## src/rtl/median_pkg.sv

```systemverilog
// Shared types and sizing helpers for the streaming median engine.
package median_pkg;

    typedef enum logic [1:0] {
        LOAD,
        COMP,
        OUT
    } state_t;

    function automatic int comp_cycles(input int number);
        return number * (number + 1) / 2;
    endfunction

    // Bits needed to hold a counter that runs 0 .. count-1.
    function automatic int cnt_width(input int count);
        return (count <= 1) ? 1 : $clog2(count);
    endfunction

endpackage

```

## src/rtl/mce_w.sv

```systemverilog
// Combinational compare-exchange unit: unsigned max/min of two samples.
module mce_w #(
    parameter int WIDTH = 8
) (
    input  logic [WIDTH-1:0] a_i,
    input  logic [WIDTH-1:0] b_i,
    output logic [WIDTH-1:0] max_o,
    output logic [WIDTH-1:0] min_o
);

    assign max_o = (a_i >= b_i) ? a_i : b_i;
    assign min_o = (a_i >= b_i) ? b_i : a_i;

endmodule

```

## src/rtl/median_stream.sv

```systemverilog
// Streaming median engine: loads NUMBER samples, extracts the median over a fixed-latency
// ring of max-extraction passes. Optional MED_BYPASS_EN adds a centre-sample bypass input.
module median_stream
    import median_pkg::*;
#(
    parameter int WIDTH  = 8,
    parameter int NUMBER = 9
) (
    input  logic             clk_i,
    input  logic             rst_i,
    input  logic [WIDTH-1:0] di_i,
    input  logic             dsi_i,
    output logic             drdy_o,
    output logic [WIDTH-1:0] do_o,
    output logic             dov_o,
    input  logic             dor_i
`ifdef MED_BYPASS_EN
    ,
    input  logic             byp_i
`endif
);

    localparam int COMP_N = comp_cycles(NUMBER);
    localparam int CW     = cnt_width(COMP_N);
    localparam int LW     = cnt_width(NUMBER);

    localparam logic [CW-1:0] COMP_LAST = CW'(COMP_N - 1);
    localparam logic [LW-1:0] RING_LAST = LW'(NUMBER - 1);
    localparam logic [LW-1:0] CENTRE    = LW'((NUMBER - 1) / 2);

    state_t           state_q, state_d;
    logic [WIDTH-1:0] ring_q [NUMBER];
    logic [WIDTH-1:0] ring_d [NUMBER];
    logic [LW-1:0]    loadCnt_q, loadCnt_d;
    logic [CW-1:0]    compCnt_q, compCnt_d;
    logic [LW-1:0]    passCyc_q, passCyc_d;
    logic [WIDTH-1:0] max_q, max_d;
    logic [WIDTH-1:0] do_q, do_d;
    logic [WIDTH-1:0] carry, cmpMax, cmpMin;
`ifdef MED_BYPASS_EN
    logic             byp_q, byp_d;
    logic [WIDTH-1:0] centre_q, centre_d;
`endif

    // Each pass starts from the minimum value, so the slot vacated by the extracted
    // maximum is refilled with a value that can never win a later pass.
    assign carry = (passCyc_q == '0) ? '0 : max_q;

    mce_w #(.WIDTH(WIDTH)) u_mce (
        .a_i  (ring_q[0]),
        .b_i  (carry),
        .max_o(cmpMax),
        .min_o(cmpMin)
    );

    always_comb begin
        state_d   = state_q;
        ring_d    = ring_q;
        loadCnt_d = loadCnt_q;
        compCnt_d = compCnt_q;
        passCyc_d = passCyc_q;
        max_d     = max_q;
        do_d      = do_q;
        drdy_o    = 1'b0;
`ifdef MED_BYPASS_EN
        byp_d     = byp_q;
        centre_d  = centre_q;
`endif
        case (state_q)
            LOAD: begin
                drdy_o = 1'b1;
                if (dsi_i) begin
                    for (int i = 0; i < NUMBER - 1; i++) ring_d[i] = ring_q[i+1];
                    ring_d[NUMBER-1] = di_i;
`ifdef MED_BYPASS_EN
                    if (loadCnt_q == '0) byp_d = byp_i;
                    if (loadCnt_q == CENTRE) centre_d = di_i;
`endif
                    if (loadCnt_q == RING_LAST) begin
                        loadCnt_d = '0;
                        compCnt_d = '0;
                        passCyc_d = '0;
                        state_d   = COMP;
                    end else begin
                        loadCnt_d = loadCnt_q + LW'(1);
                    end
                end
            end
            COMP: begin
                for (int i = 0; i < NUMBER - 1; i++) ring_d[i] = ring_q[i+1];
                ring_d[NUMBER-1] = cmpMin;
                max_d     = cmpMax;
                passCyc_d = (passCyc_q == RING_LAST) ? '0 : passCyc_q + LW'(1);
                if (compCnt_q == COMP_LAST) begin
`ifdef MED_BYPASS_EN
                    do_d = byp_q ? centre_q : cmpMax;
`else
                    do_d = cmpMax;
`endif
                    compCnt_d = '0;
                    state_d   = OUT;
                end else begin
                    compCnt_d = compCnt_q + CW'(1);
                end
            end
            OUT: begin
                if (dor_i) state_d = LOAD;
            end
            default: state_d = LOAD;
        endcase
    end

    always_ff @(posedge clk_i or posedge rst_i) begin
        if (rst_i) begin
            state_q   <= LOAD;
            for (int i = 0; i < NUMBER; i++) ring_q[i] <= '0;
            loadCnt_q <= '0;
            compCnt_q <= '0;
            passCyc_q <= '0;
            max_q     <= '0;
            do_q      <= '0;
`ifdef MED_BYPASS_EN
            byp_q     <= 1'b0;
            centre_q  <= '0;
`endif
        end else begin
            state_q   <= state_d;
            ring_q    <= ring_d;
            loadCnt_q <= loadCnt_d;
            compCnt_q <= compCnt_d;
            passCyc_q <= passCyc_d;
            max_q     <= max_d;
            do_q      <= do_d;
`ifdef MED_BYPASS_EN
            byp_q     <= byp_d;
            centre_q  <= centre_d;
`endif
        end
    end

    assign dov_o = (state_q == OUT);
    assign do_o  = do_q;

endmodule

```

## config.mk

```make
export PLATFORM = sky130hd
export DESIGN_NAME = median_stream
export DESIGN_NICKNAME = d
export VERILOG_FILES = /design/src/rtl/median_pkg.sv /design/src/rtl/mce_w.sv /design/src/rtl/median_stream.sv
export SDC_FILE = /design/constraint.sdc
export NUM_CORES = 1
export LEC_CHECK = 0
export ABC_AREA = 0
export BUFFER_PORTS_ARGS = -buffer_cell sky130_fd_sc_hd__buf_2
export CORE_ASPECT_RATIO = 2
export CORE_UTILIZATION = 50
export CTS_CLUSTER_SIZE = 25
export DETAILED_ROUTE_END_ITERATION = 10
export GPL_TIMING_DRIVEN = 0
export PLACE_DENSITY = 0.64
export SLEW_MARGIN = 20
export SYNTH_ARGS = -nofsm -noshare
export SYNTH_HDL_FRONTEND = slang
export SYNTH_SLANG_ARGS = --single-unit
export TNS_END_PERCENT = 30
```

## constraint.sdc

```tcl
create_clock -name clk_i -period 6.6 [get_ports clk_i]
set_clock_uncertainty 0.15 [all_clocks]
set_input_delay 1.32 -clock clk_i [delete_from_list [all_inputs] [get_ports clk_i]]
set_output_delay 1.32 -clock clk_i [all_outputs]
set_load 0.02 [all_outputs]
```

After elaboration in Yosys (flattened, before gate mapping)
Index checks and enable logic that the tools add are counted.
{"block": "totals", "ff_bits": 104, "input_bits": 12, "out_inout_bits": 10, "wordCells": 56}
{"block": "op_classes", "add_sub_neg": 3, "n_lt_le_gt_ge": 1, "n_eq_ne": 9, "muxes": 20, "n_reduce_logical": 8}
{"operator": "one-hot mux 72 bit (2 select lines)", "n": 1}
{"operator": "two-way mux 72 bit", "n": 1}
{"operator": "two-way mux 8 bit", "n": 3}
{"operator": "two-way mux 6 bit", "n": 3}
{"operator": "two-way mux 4 bit", "n": 4}
{"operator": "one-hot mux 6 bit (2 select lines)", "n": 1}
{"operator": "adder 4 x 1 -> 4 bit (second input constant)", "n": 2}
{"operator": "equality test 4 bit (second input constant)", "n": 2}
{"operator": ">= comparator 8 bit", "n": 1}
{"operator": "two-way mux 2 bit", "n": 4}
{"operator": "one-hot mux 4 bit (2 select lines)", "n": 1}
{"operator": "adder 6 x 1 -> 6 bit (second input constant)", "n": 1}
{"operator": "equality test 6 bit (second input constant)", "n": 1}
{"operator": "inequality test 2 bit (second input constant)", "n": 3}
{"operator": "one-hot mux 2 bit (3 select lines)", "n": 1}
{"operator": "AND reduction 2 bit", "n": 3}
{"operator": "logical NOT 4 bit", "n": 1}
{"operator": "AND reduction 4 bit", "n": 1}
{"operator": "AND reduction 3 bit", "n": 1}
{"operator": "equality test 2 x 1 -> 1 bit (second input constant)", "n": 1}
{"operator": "equality test 2 bit (second input constant)", "n": 1}
{"operator": "logical NOT 2 bit", "n": 1}
{"operator": "inequality test 2 x 1 -> 1 bit (second input constant)", "n": 1}
{"operator": "nonzero test 2 bit", "n": 1}
{"operator": "two-way mux 1 bit", "n": 1}

Logic depth before layout (Yosys ltp)
Gate-level depths: netlist (run 1).
{"block": "depth", "word_depth": 5, "mapped_depth": 13, "ltp_nobuf": 12}

By module
Synthesis (run 1) repeated with hierarchy kept, for this count alone.
{"block": "unflattened", "hier_cells": 366, "hier_area_um2": 4733.3}
{"module": "median_stream", "n_inst": 1, "cells_per_inst": 323, "area_each_um2": 4284.1, "seq_area_each_um2": 2602.5}
{"module": "mce_w", "n_inst": 1, "cells_per_inst": 43, "area_each_um2": 449.2, "seq_area_each_um2": 0.0}

Worst setup path after synthesis (run 1)
No wires, ideal clock.
{"block": "synth_timing", "kind": "register -> register", "start": "register passCyc_q[0]", "end": "register max_q[0]", "setup_time_ns": 0.126, "t_arrival_ns": 2.659, "required_ns": 6.324, "slack_ns": 3.665, "stages_incl_launch_ff": 13, "n_path_buf": 1, "synth_period_minus_slack_ns": 2.935, "cell_sequence": "dfrtp_1 -> inv_1 -> ha_1 -> nor2b_1 -> nand2b_1 -> and2_1 -> ha_1 -> nand2b_4 -> a2111oi_4 -> o211ai_4 -> and2_1 -> buf_6 -> a221o_1"}
{"block": "synth_via", "elab_chain_len": 4}
{"item": "from (decl)", "line_no": "median_stream.sv:36", "rtl": "logic [LW-1:0] passCyc_q, passCyc_d;"}
{"item": "from (signal assigned)", "line_no": "median_stream.sv:131", "rtl": "passCyc_q <= passCyc_d;"}
{"item": "logical NOT 4 bit (*)", "line_no": "median_stream.sv:47", "rtl": "assign carry = (passCyc_q == '0) ? '0 : max_q;"}
{"item": "two-way mux 8 bit (*)", "line_no": "median_stream.sv:47"}
{"item": ">= comparator 8 bit", "line_no": "mce_w.sv:11", "rtl": "assign max_o = (a_i >= b_i) ? a_i : b_i;"}
{"item": "two-way mux 8 bit (*)", "line_no": "mce_w.sv:11"}
{"item": "to (signal assigned)", "line_no": "median_stream.sv:132", "rtl": "max_q <= max_d;"}
{"item": "to (decl)", "line_no": "median_stream.sv:37", "rtl": "logic [WIDTH-1:0] max_q, max_d;"}
Every way passes the cells marked *; elsewhere a longest branch is shown, timed or not.
A chain may end at the register's enable or synchronous reset.

Final worst setup path (run 1)
{"block": "layout_timing", "start": "register passCyc_q[0]", "end": "register ring_q[1] (netlist bit)"}
{"block": "layout_via", "elab_chain_len": 5}
{"item": "logical NOT 4 bit (*)", "line_no": "median_stream.sv:47"}
{"item": "two-way mux 8 bit (*)", "line_no": "median_stream.sv:47"}
{"item": ">= comparator 8 bit", "line_no": "mce_w.sv:12", "rtl": "assign min_o = (a_i >= b_i) ? b_i : a_i;"}
{"item": "two-way mux 8 bit (*)", "line_no": "mce_w.sv:12"}
{"item": "one-hot mux 72 bit (2 select lines) (*)", "line_no": "median_stream.sv:69", "rtl": "case (state_q)"}
{"item": "to (signal assigned)", "line_no": "median_stream.sv:128", "rtl": "ring_q <= ring_d;"}
{"item": "to (decl)", "line_no": "median_stream.sv:32", "rtl": "logic [WIDTH-1:0] ring_q [NUMBER];"}
Marked as above.

==> results.py, run 1 <==
metrics = {
    "status": {
        "outcome": "completed",
    },
    "floorplanning": {
        "core_um2": 9010,
        "die_area_um2": 9670,
        "die_h_um": 138,
        "rows": 49,
        "die_width_um": 70.0,
        "start_util": 0.514,
        "io_pins": 22,
    },
    "finish": {
        "nNetsFinal": 429,
        "fillerInstances": 750,
        "layout_commonest_cell": "dfrtp_1",
        "final_cell_mix": "104 x dfrtp_1, 66 x mux2_2, 34 x nand2_1",
        "n_antenna_cell": 0,
        "drive_above_1_share": 0.289,
        "post-route-util": 0.575,
        "synthToLayoutAreaGrowth_pct": 11.9,
    },
    "global_route": {
        "grt_pass1_vias": 2974,
        "grt_pass1_wl_mm": 14.6,
        "track_usage": 0.197,
        "antenna_found_initial": 0,
        "grt_start_max_net_pins": 59,
        "grt_overflow": 0,
    },
    "place": {
        "place_congestion": 0.810,
        "port_buffers": 21,
        "dp_hpwl_mm": 6.40,
    },
    "logic_synthesis": {
        "yosysUniqueCellTypes": 37,
        "netlist_area_um2": 4630,
        "syn_avg_cell_area_um2": 12.5,
        "synth_seq_cells": 104,
        "synthFlopType": "dfrtp_1",
        "ys_warn_count": 0,
        "synth_edf_count": 0,
        "synth_fp_nets": 396,
        "ys_seq_area_frac": 0.562,
        "synthCells": 370,
        "async_flop_share": 1.00,
    },
    "sta": {
        "slew_viol_final": 0,
        "min_period_over_period": 0.525,
        "finalHoldViolCount": 0,
        "setup_violations": 0,
        "worst_pin_slew_ns": 0.753,
        "min_period_ns": 3.46,
        "rsz0062_at_grt": "no",
        "slew_headroom": 0.493,
        "max_freq_mhz": 289,
        "fin_setup_tns_ns": 0,
    },
    "worst_setup_path": {
        "cp_slowest_stage_delay_ns": 0.43,
        "crit_path_start_kind": "flop",
        "critPathArrivalTime_ns": 3.52,
        "end_kind": "flop",
        "crit_family": "simple AND/OR/NAND/NOR gates",
        "critPathSlowestCell": "dfrtp_1",
        "path_cells": "inv_1 > ha_1 > nor2b_1 > nand2b_1 > and2_1 > inv_1 > ha_1 > and4_1 > o21ai_1 > o211ai_4 > buf_4 > mux2i_1 > o221ai_1",
        "worstPathMaxFanout": 10,
        "cp.required_ns": 6.66,
        "critical_path_buf_inv_count": 3,
        "critPathKind": "flop to flop",
    },
    "run": {
        "maxCapViolations": 0,
    },
    "route": {
        "post_drt_via_cell_ratio": 5.59,
        "wl_per_cell_um": 16.9,
        "ant_nets": 0,
        "dr.first_iter.drc_count": 112,
        "drc": 0,
        "firstDrtPassIters": 4,
        "vias": 2852,
        "drt-total-wl_mm": 8.64,
    },
    "clocking": {
        "cts.clk_slew.worst_paths_ns": 0.08,
        "cts_resized": 0,
        "htree_levels": 3,
        "cts-root-buf": "clkbuf_16",
        "cts_buffers": 9,
        "cts_tree": "done",
        "postCtsSetupBuffers": 0,
        "clockBufferDepth": 2,
        "clock_sinks": 104,
        "clk_latency_ns": 0.35,
        "postCtsHoldBufs": 0,
    },
    "power": {
        "power_mw": 2.89,
        "peakVddDrop_mv": 0.254,
        "powerDensity_nw_per_um2": 558,
        "p_leak_nw": 2.37,
    },
    "worst_hold_path": {
        "hp-class": "flop to flop",
    },
}
==> cells in the mapped netlist, types with 2 or more instances <==
cell type,count,area share
mux2i_1,16,0.035
a21o_1,3,0.0049
o21ai_0,25,0.027
a21oi_1,4,0.0043
nand2b_1,3,0.0041
nor3_1,2,0.0022
nand2_1,34,0.028
dfrtp_1,104,0.56
inv_1,17,0.014
a221o_1,8,0.017
ha_1,14,0.038
nor2b_1,3,0.0041
and2_1,9,0.012
mux2_2,66,0.16
nor2_1,12,0.0097
o221ai_1,8,0.015
a22o_1,2,0.0038
nand4_1,2,0.0027
clkbuf_1,9,0.0073
nand3_1,5,0.0054
buf_2,8,0.0086
==> kinds of logic (layout without fill, tap and decap cells) <==
kind of cell,Yosys count,after routing,share of synthesized area
AOI/OAI and AO/OA,59,59,0.0938
adders and majority gates,14,14,0.0378
buffers and inverters,36,74,0.0338
DFF,104,104,0.562
muxes,82,82,0.195
and+or+nand+nor,75,75,0.0773
==> metrics by stage <==
step	cells	cell area (um^2)	hold WS [ns]	setup slack, ns
5_1_grt	510	5180	0.352	2.99
3_3_place_gp	493	4860	0.306	1.32
6_report	510	5180	0.322	3.14
3_5_place_dp	494	4890	0.316	3.15
2_1_floorplan	370	4630	0.300	2.40
4_1_cts	510	5180	0.333	3.12
==> worst reg2reg max path, cell delays in order, from the launching register on <==
cell and delay [ns]:
dfrtp_1 0.43, inv_1 0.07, ha_1 0.22, nor2b_1 0.16
nand2b_1 0.24, and2_1 0.24, inv_1 0.07, ha_1 0.33
and4_1 0.19, o21ai_1 0.09, o211ai_4 0.30, buf_4 0.30
mux2i_1 0.37, o221ai_1 0.16
==> path summary, 6_finish.rpt <==
kind / start / endpoint / slack [ns] / cells past startpoint
max: passCyc_q[0] / ring_q[1] / 3.14 / 13
min: do_o[2] / do_o[2] / 0.32 / 2
max reg2reg: passCyc_q[0] / ring_q[1] / 3.14 / 13
min reg2reg: do_o[2] / do_o[2] / 0.32 / 2
max in group asynchronous: rst_i / ring_q[8] / 4.84 / 3
min in group asynchronous: rst_i / do_o[6] / 0.87 / 2
==> per-layer routing <==
metal | global-route usage | up-vias | share of wire
met2 | 0.358 | 33 | 0.56
li1 | - | 1372 | -
met5 | 0 | - | 0
met1 | 0.210 | 1431 | 0.38
met3 | 0.0321 | 16 | 0.019
met4 | 0.109 | 0 | 0.037
==> flip-flops by register name, indices dropped and copies added, names as in the netlist <==
| signal | count |
|---|---|
| ring_q | 72 |
| do_o | 8 |
| max_q | 8 |
| compCnt_q | 6 |
| loadCnt_q | 4 |
| passCyc_q | 4 |
| state_q | 2 |
==> final cells by class <==
| type | count | area (um^2) | area share |
|---|---|---|---|
| clock inverters | 7 | 61.3 | 0.0118 |
| repair buffers | 22 | 133 | 0.0256 |
| clock buffers | 9 | 225 | 0.0435 |
| well taps | 102 | 128 | 0.0246 |
| plain buffers | 19 | 92.6 | 0.0179 |
| inverters | 17 | 68.8 | 0.0133 |
| flip-flops and latches | 104 | 2600 | 0.502 |
| multi-input cells | 230 | 1870 | 0.361 |
==> power breakdown <==
group / internal, mW / switching, mW / total, mW / leakage, nW
clock: 0.263 / 0.248 / 0.512 / 0.135
combinational: 0.617 / 0.618 / 1.23 / 0.952
sequential: 0.944 / 0.202 / 1.15 / 1.28
Power figures use the tool's default switching activity.
==> run 2: changes to the inputs <==
ABC_AREA = 1   (was 0)
clock period = 3.5 ns   (was 6.6 ns; I/O delays follow)
==> results.py, run 2 <==
metrics = {
    "finish": {
        "largest_register": "ring_q",
        "layout_commonest_cell": "nand2_1",
        "post-route-cell-area_um2": 5330,
        "n_antenna_cell": 0,
        "final_cell_mix": "205 x nand2_1, 104 x dfrtp_1, 42 x inv_1",
        "nNetsFinal": 600,
        "synthToLayoutAreaGrowth_pct": 12.7,
        "largest_register_ff_count": 72,
        "drive_above_1_share": 0.155,
        "final_cells": 681,
    },
    "sta": {
        "rsz0062_at_grt": "no",
        "fin_setup_tns_ns": 0,
        "slew_headroom": 0.680,
        "whs_ns": 0.171,
        "min_period_over_period": 0.805,
        "min_period_ns": 2.82,
        "worst_pin_slew_ns": 0.480,
        "slew_viol_final": 0,
        "finalHoldViolCount": 0,
        "max_freq_mhz": 355,
        "setup_violations": 0,
    },
    "floorplanning": {
        "rows": 49,
        "die_area_um2": 9870,
        "io_pins": 22,
        "die_width_um": 70.8,
        "core_um2": 9070,
        "start_util": 0.521,
        "die_h_um": 140,
    },
    "route": {
        "wl_per_cell_um": 14.8,
        "dr.first_iter.drc_count": 232,
        "firstDrtPassIters": 4,
        "drt-total-wl_mm": 10.1,
        "ant_nets": 0,
        "post_drt_via_cell_ratio": 5.18,
        "drc": 0,
        "vias": 3530,
    },
    "logic_synthesis": {
        "synth.most_common_cell": "nand2_1",
        "synth_fp_nets": 565,
        "synthFlopType": "dfrtp_1",
        "async_flop_share": 1.00,
        "ys_seq_area_frac": 0.550,
        "ys_top_cells_by_area": "dfrtp_1 55%, nand2_1 16%, o21ai_0 4.2%, ha_1 3.7%, inv_1 3.4%",
        "yosysTopAreaCell": "dfrtp_1",
        "netlist_top_cells_count": "205 x nand2_1, 104 x dfrtp_1, 43 x inv_1, 40 x o21ai_0, 20 x nor2_1",
        "synth_top_area_frac": 0.550,
        "yosysUniqueCellTypes": 33,
        "ys_warn_count": 0,
        "netlist_area_um2": 4730,
        "synth_edf_count": 0,
        "syn_avg_cell_area_um2": 8.77,
        "synth_seq_cells": 104,
        "synthCells": 539,
    },
    "global_route": {
        "grt_pass1_wl_mm": 17.5,
        "grt_overflow": 0,
        "grt_pass1_vias": 3630,
        "track_usage": 0.228,
        "grt_start_max_net_pins": 35,
        "antenna_found_initial": 0,
    },
    "worst_setup_path": {
        "worstPathMaxFanout": 10,
        "critPathArrivalTime_ns": 2.94,
        "crit_path_start_kind": "flop",
        "cp.required_ns": 3.62,
        "end_kind": "flop",
        "critPathKind": "flop to flop",
    },
    "place": {
        "port_buffers": 21,
        "dpl_cell_area_um2": 5020,
        "dp.cells": 665,
        "place_congestion": 0.840,
        "dp_hpwl_mm": 7.54,
    },
    "clocking": {
        "clk_latency_ns": 0.34,
        "cts_resized": 0,
        "clock_sinks": 104,
        "cts.clk_slew.worst_paths_ns": 0.07,
        "cts_tree": "done",
        "postCtsSetupBuffers": 0,
        "cts-root-buf": "clkbuf_16",
        "postCtsHoldBufs": 0,
        "cts_buffers": 9,
        "htree_levels": 3,
        "clockBufferDepth": 2,
    },
    "run": {
        "maxCapViolations": 0,
    },
    "power": {
        "p_leak_nw": 2.78,
        "peakVddDrop_mv": 0.628,
        "powerDensity_nw_per_um2": 1040,
        "power_mw": 5.56,
    },
    "worst_hold_path": {
        "hp-class": "primary input to asynchronous set/reset pin",
    },
    "status": {
        "outcome": "completed",
    },
}
==> run 2: stage by stage <==
stage	worst slack (ns)	utilization
after global routing	0.448	0.587
final	0.681	0.587
after detailed placement	0.708	0.554
after CTS	0.679	0.587
after global placement	0.722	0.547
after floorplan	1.11	-
==> run 2: worst max-delay path: stages, from the launching register on <==
cell and delay (ns):
dfrtp_1 0.42, inv_1 0.07, ha_1 0.16, nand3_1 0.34, nand2_1 0.25, ha_1 0.27
a21o_1 0.21, nor2_4 0.24, nand3_4 0.14, buf_6 0.17, nand2_1 0.05, nand3_1 0.12
a21oi_1 0.15
==> run 2: final cells by class <==
| cell class | instances | area (um^2) |
|---|---|---|
| fill | 842 | 3740 |
| sequential | 104 | 2600 |
| multi-input combinational | 367 | 1810 |
| clock buffer | 11 | 243 |
| inverter | 47 | 180 |
| timing repair buffer | 24 | 165 |
| buffer | 21 | 139 |
| tap | 102 | 128 |
| clock inverter | 5 | 61.3 |
==> run 2: worst paths after layout <==
kind	to	depth (start not counted)	start	slack, ns
worst max-delay path	ring_q[7]	12	passCyc_q[0]	0.68
worst min-delay path	do_o[1]	2	rst_i	0.17
worst max register to register	ring_q[7]	12	passCyc_q[0]	0.68
worst min register to register	ring_q[39]	2	ring_q[31]	0.32
max in group asynchronous	ring_q[45]	5	rst_i	2.10
min in group clk_i	ring_q[39]	2	ring_q[31]	0.32
==> run 2: routing by layer <==
layer / vias to the layer above / part of all wire / GRT usage
met1: 1698 / 0.42 / 0.276
li1: 1776 / - / -
met4: 0 / 0.023 / 0.100
met3: 14 / 0.022 / 0.0355
met2: 42 / 0.54 / 0.395
met5: - / 0 / 0
==> run 2: cells by family (layout without fill, tap and decap cells) <==
family | after synthesis | count (layout) | synth area share
AND/OR/NAND/NOR | 267 | 267 | 0.237
flip-flops | 104 | 104 | 0.550
AO/OA/AOI/OAI | 84 | 84 | 0.105
buffers and inverters | 68 | 108 | 0.0667
adder cells (fa/ha/maj) | 14 | 14 | 0.0370
XOR/XNOR | 2 | 2 | 0.00371
==> run 2: report_power, final <==
part | internal, mW | leakage, nW | switching [mW]
sequential | 1.69 | 1.35 | 0.291
combinational | 0.915 | 1.28 | 1.63
clock | 0.582 | 0.151 | 0.450
